==> config.mk <==
export PLATFORM = sky130hd
export DESIGN_NAME = vram_scanout_flat
export DESIGN_NICKNAME = d
export VERILOG_FILES = /design/src/rtl/vram_scanout_if.sv /design/src/rtl/vram_scanout.sv /design/src/flat_wrapper.sv
export SDC_FILE = /design/constraint.sdc
export NUM_CORES = 1
export LEC_CHECK = 0
export BUFFER_PORTS_ARGS = -buffer_cell sky130_fd_sc_hd__buf_2
export CAP_MARGIN = 20
export CORE_ASPECT_RATIO = 0.5
export CORE_MARGIN = 5
export CORE_UTILIZATION = 51
export DETAILED_ROUTE_END_ITERATION = 6
export PLACE_DENSITY_LB_ADDON = 0.1
export SYNTH_ARGS = -nofsm -noshare
export SYNTH_HDL_FRONTEND = slang
export SYNTH_SLANG_ARGS = --single-unit
==> constraint.sdc <==
create_clock -name pixClock -period 2 [get_ports pixClock]
set_input_delay 0.1 -clock pixClock [delete_from_list [all_inputs] [get_ports pixClock]]
set_output_delay 0.1 -clock pixClock [all_outputs]
set_load 0.01 [all_outputs]
==> src/rtl/vram_scanout_if.sv <==
// vram_scanout_if: VRAM read port, buffer select, seq export and VGA outputs of the scanout block
interface vram_scanout_if;
  logic        vidBufSel;
  logic [7:0]  vramDataIn;
  logic [14:0] vramAddr;
  logic        nvramOE;
  logic        nvramCE0;
  logic        nvramCE1;
  logic [2:0]  seq;
  logic        hSync;
  logic        vSync;
  logic        pixOut;
  modport master (
    input  vidBufSel, vramDataIn,
    output vramAddr, nvramOE, nvramCE0, nvramCE1, seq, hSync, vSync, pixOut
  );
  modport slave (
    output vidBufSel, vramDataIn,
    input  vramAddr, nvramOE, nvramCE0, nvramCE1, seq, hSync, vSync, pixOut
  );
endinterface

==> src/rtl/vram_scanout.sv <==
// vram_scanout: 640x480 VGA timing, one VRAM fetch per 8-pixel cell and MSB-first shifter for the centred SE image
module vram_scanout #(
  parameter int H_TOTAL      = 800,
  parameter int H_SYNC_START = 656,
  parameter int H_SYNC_END   = 752,
  parameter int V_TOTAL      = 525,
  parameter int V_SYNC_START = 490,
  parameter int V_SYNC_END   = 492,
  parameter int H_OFFSET     = 64,
  parameter int V_OFFSET     = 69,
  parameter int LINE_BYTES   = 64,
  parameter int SE_LINES     = 342
) (
  input logic            pixClock,
  input logic            reset,
  vram_scanout_if.master bus
);
  localparam logic [9:0] H_LAST = 10'(H_TOTAL - 1);
  localparam logic [9:0] V_LAST = 10'(V_TOTAL - 1);
  localparam logic [9:0] HS0    = 10'(H_SYNC_START);
  localparam logic [9:0] HS1    = 10'(H_SYNC_END);
  localparam logic [9:0] VS0    = 10'(V_SYNC_START);
  localparam logic [9:0] VS1    = 10'(V_SYNC_END);
  localparam logic [9:0] HW0    = 10'(H_OFFSET);
  localparam logic [9:0] HW1    = 10'(H_OFFSET + 8 * LINE_BYTES);
  localparam logic [9:0] VW0    = 10'(V_OFFSET);
  localparam logic [9:0] VW1    = 10'(V_OFFSET + SE_LINES);
  // fetch runs one cell ahead of the displayed cell
  localparam logic [6:0] C0     = 7'(H_OFFSET / 8 - 1);
  localparam logic [6:0] C1     = 7'(H_OFFSET / 8 + LINE_BYTES - 2);
  logic [9:0]  h_q, h_d, v_q, v_d;
  logic [14:0] addr_q, addr_d;
  logic [7:0]  data_q, data_d, shift_q, shift_d;
  logic        buf_q, buf_d, hs_q, hs_d, vs_q, vs_d, pix_q, pix_d;
  logic        frame_start, fetch_cell, rd, load;
  always_comb begin
    frame_start = h_q == '0 && v_q == '0;
    h_d         = h_q == H_LAST ? '0 : h_q + 10'd1;
    v_d         = h_q != H_LAST ? v_q : v_q == V_LAST ? '0 : v_q + 10'd1;
    fetch_cell  = v_q >= VW0 && v_q < VW1 && h_q[9:3] >= C0 && h_q[9:3] <= C1;
    rd          = fetch_cell && h_q[2:0] == 3'd0;
    load        = fetch_cell && h_q[2:0] == 3'd7;
    addr_d      = frame_start ? '0 : rd ? addr_q + 15'd1 : addr_q;
    data_d      = rd ? bus.vramDataIn : data_q;
    shift_d     = load ? data_q : {shift_q[6:0], 1'b0};
    buf_d       = frame_start ? bus.vidBufSel : buf_q;
    hs_d        = !(h_q >= HS0 && h_q < HS1);
    vs_d        = !(v_q >= VS0 && v_q < VS1);
    pix_d       = v_q >= VW0 && v_q < VW1 && h_q >= HW0 && h_q < HW1 && !shift_q[7];
  end
  always_ff @(posedge pixClock) begin
    if (reset) begin
      h_q     <= '0;
      v_q     <= '0;
      addr_q  <= '0;
      data_q  <= '0;
      shift_q <= '0;
      buf_q   <= 1'b1;
      hs_q    <= 1'b1;
      vs_q    <= 1'b1;
      pix_q   <= 1'b0;
    end else begin
      h_q     <= h_d;
      v_q     <= v_d;
      addr_q  <= addr_d;
      data_q  <= data_d;
      shift_q <= shift_d;
      buf_q   <= buf_d;
      hs_q    <= hs_d;
      vs_q    <= vs_d;
      pix_q   <= pix_d;
    end
  end
  assign bus.seq      = h_q[2:0];
  assign bus.vramAddr = addr_q;
  assign bus.nvramOE  = !rd;
  assign bus.nvramCE0 = !(rd && buf_q);
  assign bus.nvramCE1 = !(rd && !buf_q);
  assign bus.hSync    = hs_q;
  assign bus.vSync    = vs_q;
  assign bus.pixOut   = pix_q;
endmodule
==> src/flat_wrapper.sv <==
// flat-port wrapper written by rule: the top's interface ports become plain ports
module vram_scanout_flat 
#(
  parameter int H_TOTAL      = 800,
  parameter int H_SYNC_START = 656,
  parameter int H_SYNC_END   = 752,
  parameter int V_TOTAL      = 525,
  parameter int V_SYNC_START = 490,
  parameter int V_SYNC_END   = 492,
  parameter int H_OFFSET     = 64,
  parameter int V_OFFSET     = 69,
  parameter int LINE_BYTES   = 64,
  parameter int SE_LINES     = 342
)
  (pixClock, reset, bus_vidBufSel, bus_vramDataIn, bus_vramAddr, bus_nvramOE, bus_nvramCE0, bus_nvramCE1, bus_seq, bus_hSync, bus_vSync, bus_pixOut);
  vram_scanout_if bus_i ();
  input logic pixClock;
  input logic reset;
  input wire logic [$bits(bus_i.vidBufSel)-1:0] bus_vidBufSel;
  input wire logic [$bits(bus_i.vramDataIn)-1:0] bus_vramDataIn;
  output wire logic [$bits(bus_i.vramAddr)-1:0] bus_vramAddr;
  output wire logic [$bits(bus_i.nvramOE)-1:0] bus_nvramOE;
  output wire logic [$bits(bus_i.nvramCE0)-1:0] bus_nvramCE0;
  output wire logic [$bits(bus_i.nvramCE1)-1:0] bus_nvramCE1;
  output wire logic [$bits(bus_i.seq)-1:0] bus_seq;
  output wire logic [$bits(bus_i.hSync)-1:0] bus_hSync;
  output wire logic [$bits(bus_i.vSync)-1:0] bus_vSync;
  output wire logic [$bits(bus_i.pixOut)-1:0] bus_pixOut;
  assign bus_i.vidBufSel = bus_vidBufSel;
  assign bus_i.vramDataIn = bus_vramDataIn;
  assign bus_vramAddr = bus_i.vramAddr;
  assign bus_nvramOE = bus_i.nvramOE;
  assign bus_nvramCE0 = bus_i.nvramCE0;
  assign bus_nvramCE1 = bus_i.nvramCE1;
  assign bus_seq = bus_i.seq;
  assign bus_hSync = bus_i.hSync;
  assign bus_vSync = bus_i.vSync;
  assign bus_pixOut = bus_i.pixOut;
  vram_scanout #(.H_TOTAL(H_TOTAL), .H_SYNC_START(H_SYNC_START), .H_SYNC_END(H_SYNC_END), .V_TOTAL(V_TOTAL), .V_SYNC_START(V_SYNC_START), .V_SYNC_END(V_SYNC_END), .H_OFFSET(H_OFFSET), .V_OFFSET(V_OFFSET), .LINE_BYTES(LINE_BYTES), .SE_LINES(SE_LINES)) u_core (.pixClock(pixClock), .reset(reset), .bus(bus_i));
endmodule
==> summary.log <==
INFO  logic_synthesis yosys_warnings=0
INFO  logic_synthesis post_synth_net_total=307
INFO  setup_path     timing.rr.end=u_core.bus.vramAddr[10]$_SDFFE_PP0P_
INFO  logic_synthesis synth_top_flop_cell=sky130_fd_sc_hd__dfxtp_1
INFO  logic_synthesis number_of_synthesized_flops_with_an_enable_pin=0
INFO  timing         grt_setup_unrepaired=yes
INFO  floorplan      fp.dieH=60.1µm
INFO  placed_design  final_weighted_congestion_in_routability_driven_placement=0.870
INFO  finish         final.fill_count=453
INFO  clock_tree     clock_path_buffers=2
INFO  setup_path     end_point_of_the_critical_path=u_core.bus.vramAddr[10]$_SDFFE_PP0P_
INFO  clock_tree     cts_hold_buffers=0
INFO  setup_path     timing.critical_path.fanout_max=7
INFO  power_and_ir_drop fin_total_pwr=1810µW
INFO  setup_path     timing.critical_path.cells=inv_2 -> buf_6 -> ha_4 -> nor2b_4 -> o211ai_1 -> nand4_1 -> buf_12 -> buf_4 -> or4_4 -> a21oi_2
INFO  setup_path     cp.required=2260ps
INFO  detailed_routing route.final.wire_length=5530µm
INFO  floorplan      dieWidth=110µm
INFO  clock_tree     clkSinkCount=55
INFO  global_route   grt-ovfl-total=0
INFO  power_and_ir_drop vdd_drop_max=0.343mV
INFO  finish         syn2layout_area_growth=23.0%
INFO  status         run_status=finished with violations
INFO  finish         final_nets=357
INFO  finish         layout.area.seq=0.00111mm²
INFO  detailed_routing remaining_routing_drc_violations=0
INFO  setup_path     setup_slack_on_the_worst_flop_to_flop_path=-190ps
INFO  logic_synthesis synth.most_common_cell=sky130_fd_sc_hd__dfxtp_1
INFO  finish         drive_gt1_share=28.6%
INFO  placed_design  dpl.cell_count=391
INFO  timing         highest_clock_rate=457MHz
INFO  setup_path     reg2regPathDepth=10
INFO  detailed_routing drt_first_iter_violations=80
INFO  clock_tree     clock-root-buffer=sky130_fd_sc_hd__clkbuf_8
INFO  setup_path     setup.worst_path.end_class=flip-flop
INFO  global_route   grt_first_pass_wirelength=9320µm
INFO  logic_synthesis synth_sequential_area_ratio=43.1%
INFO  detailed_routing drt-wirelength-per-cell=13.5µm
INFO  placed_design  buffer_ports.inserted=34
INFO  global_route   maximum_number_of_pins_on_one_net_before_global_route_repair=27
INFO  floorplan      io_pins=35
INFO  finish         antenna_cells=0
INFO  detailed_routing via_count_of_the_routed_design=2210
INFO  floorplan      core_area=0.00489mm²
INFO  logic_synthesis fraction_of_registers_with_async_set_reset=0%
INFO  timing         tns=-1370ps
INFO  run            max_cap_violations=0
INFO  setup_path     cp.arrival=2450ps
INFO  timing         setup-violations-final=11
INFO  timing         setup_slack=-186ps
INFO  detailed_routing drt-pass1-iter-count=4
INFO  finish         non_filler_cells_in_the_finished_layout=409
INFO  timing         final_max_slew_viol_count=0
INFO  min_path       hold_class=primary input to flip-flop
INFO  logic_synthesis netlist.top_cell.by_area=sky130_fd_sc_hd__dfxtp_1
INFO  logic_synthesis synthesis.instances=288
INFO  floorplan      fp.dieArea=0.00662mm²
INFO  clock_tree     clock_latency_on_the_worst_skew_pair=310ps
INFO  logic_synthesis synth_area_leaders=sky130_fd_sc_hd__dfxtp_1, sky130_fd_sc_hd__mux2i_1, sky130_fd_sc_hd__nor2_1, sky130_fd_sc_hd__ha_1, sky130_fd_sc_hd__a21oi_1
INFO  logic_synthesis synthesis.area=0.00256mm²
INFO  global_route   antenna_violations_before_repair=0
INFO  floorplan      start_util=52.3%
INFO  global_route   first_global_vias=2022
INFO  timing         worst_clock_skew=8.49ps
INFO  power_and_ir_drop p_leak=0.00135µW
INFO  timing         worstMarginPinSlew=463ps
INFO  placed_design  detailed_place.area=0.00288mm²
INFO  timing         count_of_final_hold_check_violations=0
INFO  floorplan      row_count=18
INFO  setup_path     worst_setup_path_startpoint=u_core.v_q[1]$_SDFFE_PP0P_
INFO  power_and_ir_drop p_per_area=575mW/mm²
INFO  logic_synthesis avgSynthCellArea=8.88µm²
INFO  setup_path     r2r_start=u_core.v_q[1]$_SDFFE_PP0P_
INFO  logic_synthesis ys_top_cells_by_count=sky130_fd_sc_hd__dfxtp_1, sky130_fd_sc_hd__nor2_1, sky130_fd_sc_hd__mux2i_1
INFO  timing         worst_slew_margin_rel=69.1%
INFO  clock_tree     tritoncts=done
INFO  clock_tree     cts_made_buffers=5
INFO  logic_synthesis yosys.area.top_type_share=43.1%
INFO  clock_tree     h_tree_level_count=2
INFO  timing         layout_min_cycle_time=2190ps
INFO  setup_path     delay_of_the_slowest_critical_path_stage=510ps
INFO  setup_path     critical_path.slowest_cell=sky130_fd_sc_hd__or4_4
INFO  detailed_routing post_drt_via_cell_ratio=5.40
INFO  placed_design  detailedPlacementHpwl=3700µm
INFO  setup_path     criticalPathCategory=flip-flop to flip-flop
INFO  timing         post-route-period-util=109%
INFO  global_route   grt_usage=17.8%
INFO  status         violations=negative setup slack
INFO  placed_design  post-place-ws=-109ps
INFO  logic_synthesis synth_seq_cells=55
INFO  setup_path     critPathLaunchType=flip-flop
INFO  finish         post-route-cell-area=0.00315mm²
INFO  logic_synthesis synthDistinctLibCells=45
INFO  detailed_routing detail-route-antenna-nets=0
INFO  finish         multi_input_area=0.00141mm²
INFO  clock_tree     clkTransAtPathRegs=100ps
[critical path: cells and delay by family (launching register included)]
kind | cells | cell delay [ps]
flops | 1 | 340
fa+ha+maj | 1 | 130
simple gates | 3 | 790
compound gates | 2 | 350
buf+inv | 4 | 540
[placed cells by master (no fill, tap or decap), types with 9 or more instances in the layout]
cell type and instances:
sky130_fd_sc_hd__a21oi_1 10, sky130_fd_sc_hd__and3_1 9, sky130_fd_sc_hd__buf_2 34, sky130_fd_sc_hd__buf_4 24, sky130_fd_sc_hd__dfxtp_1 51, sky130_fd_sc_hd__inv_1 9
sky130_fd_sc_hd__mux2i_1 17, sky130_fd_sc_hd__nand2_1 10, sky130_fd_sc_hd__nand3_1 14, sky130_fd_sc_hd__nand4_1 9, sky130_fd_sc_hd__nor2_1 43
[state kept, by name (all words and copies together), names as in the netlist]
signal and cells:
u_core.buf_q 1, u_core.bus.hSync 1, u_core.bus.vSync 1, u_core.bus.vramAddr 15, u_core.data_q 8, u_core.h_q 10
u_core.shift_q 8, u_core.bus.pixOut 1, u_core.v_q 10
[per-stage QoR]
| stage | hold slack (ps) | util, % |
|---|---|---|
| 2_1_floorplan | 244 | - |
| 3_3_place_gp | 330 | 58.9 |
| 3_5_place_dp | 340 | 58.9 |
| 4_1_cts | 3.30 | 62.9 |
| 5_1_grt | 17.9 | 64.4 |
| 6_report | 10.1 | 64.4 |
[area by class of cell]
cell class | count | area share, %
inverters | 11 | 1.31
flip-flops and latches | 55 | 35.2
multi-input cells | 203 | 44.8
clock buffers | 5 | 2.19
repair buffers | 62 | 13.1
clock inverters | 3 | 0.636
well taps | 70 | 2.78
[how the worst min path moves through the flow]
stage / from / end / slack [ps] / depth (start not counted)
after floorplan: bus_vramDataIn[0] / u_core.data_q[0]$_SDFFE_PP0P_ / 240 / 2
after global placement: bus_vramDataIn[2] / u_core.data_q[2]$_SDFFE_PP0P_ / 330 / 3
after detailed placement: bus_vramDataIn[2] / u_core.data_q[2]$_SDFFE_PP0P_ / 340 / 3
after CTS: bus_vramDataIn[2] / u_core.data_q[2]$_SDFFE_PP0P_ / 3 / 3
after global routing: bus_vramDataIn[0] / u_core.data_q[0]$_SDFFE_PP0P_ / 20 / 3
final: bus_vramDataIn[2] / u_core.data_q[2]$_SDFFE_PP0P_ / 10 / 3
[cells by family after synthesis]
group / synth area share [%]
mux: 6.65
xor+xnor: 5.48
fa+ha+maj: 3.91
buf+inv: 5.43
flops: 43.1
compound gates: 10.3
simple gates: 25.1
[report_power, final]
part           switching (µW)  internal, µW
sequential               6.56          1100
combinational            46.6          35.4
clock                     375           245
total                     428          1380
[timing repair]
item | in CTS | in global routing
pin swaps | 16 | 12
setup endpoints to repair | 11 | 24
gates resized for setup | 12 | 18
hold endpoints to repair | 0 | 0
cloned | 1 | 0
buffers inserted | 6 | 5
[layer usage]
metal | up-vias | wire [µm] | global-route usage [%]
li1 | 1118 | - | -
met1 | 1031 | 2640 | 24.4
met2 | 54 | 2530 | 28.3
met3 | 7 | 320 | 4.21
met4 | 0 | 45 | 5.26
met5 | - | 0 | 0
No activity file was read; power rests on OpenSTA's default activity.
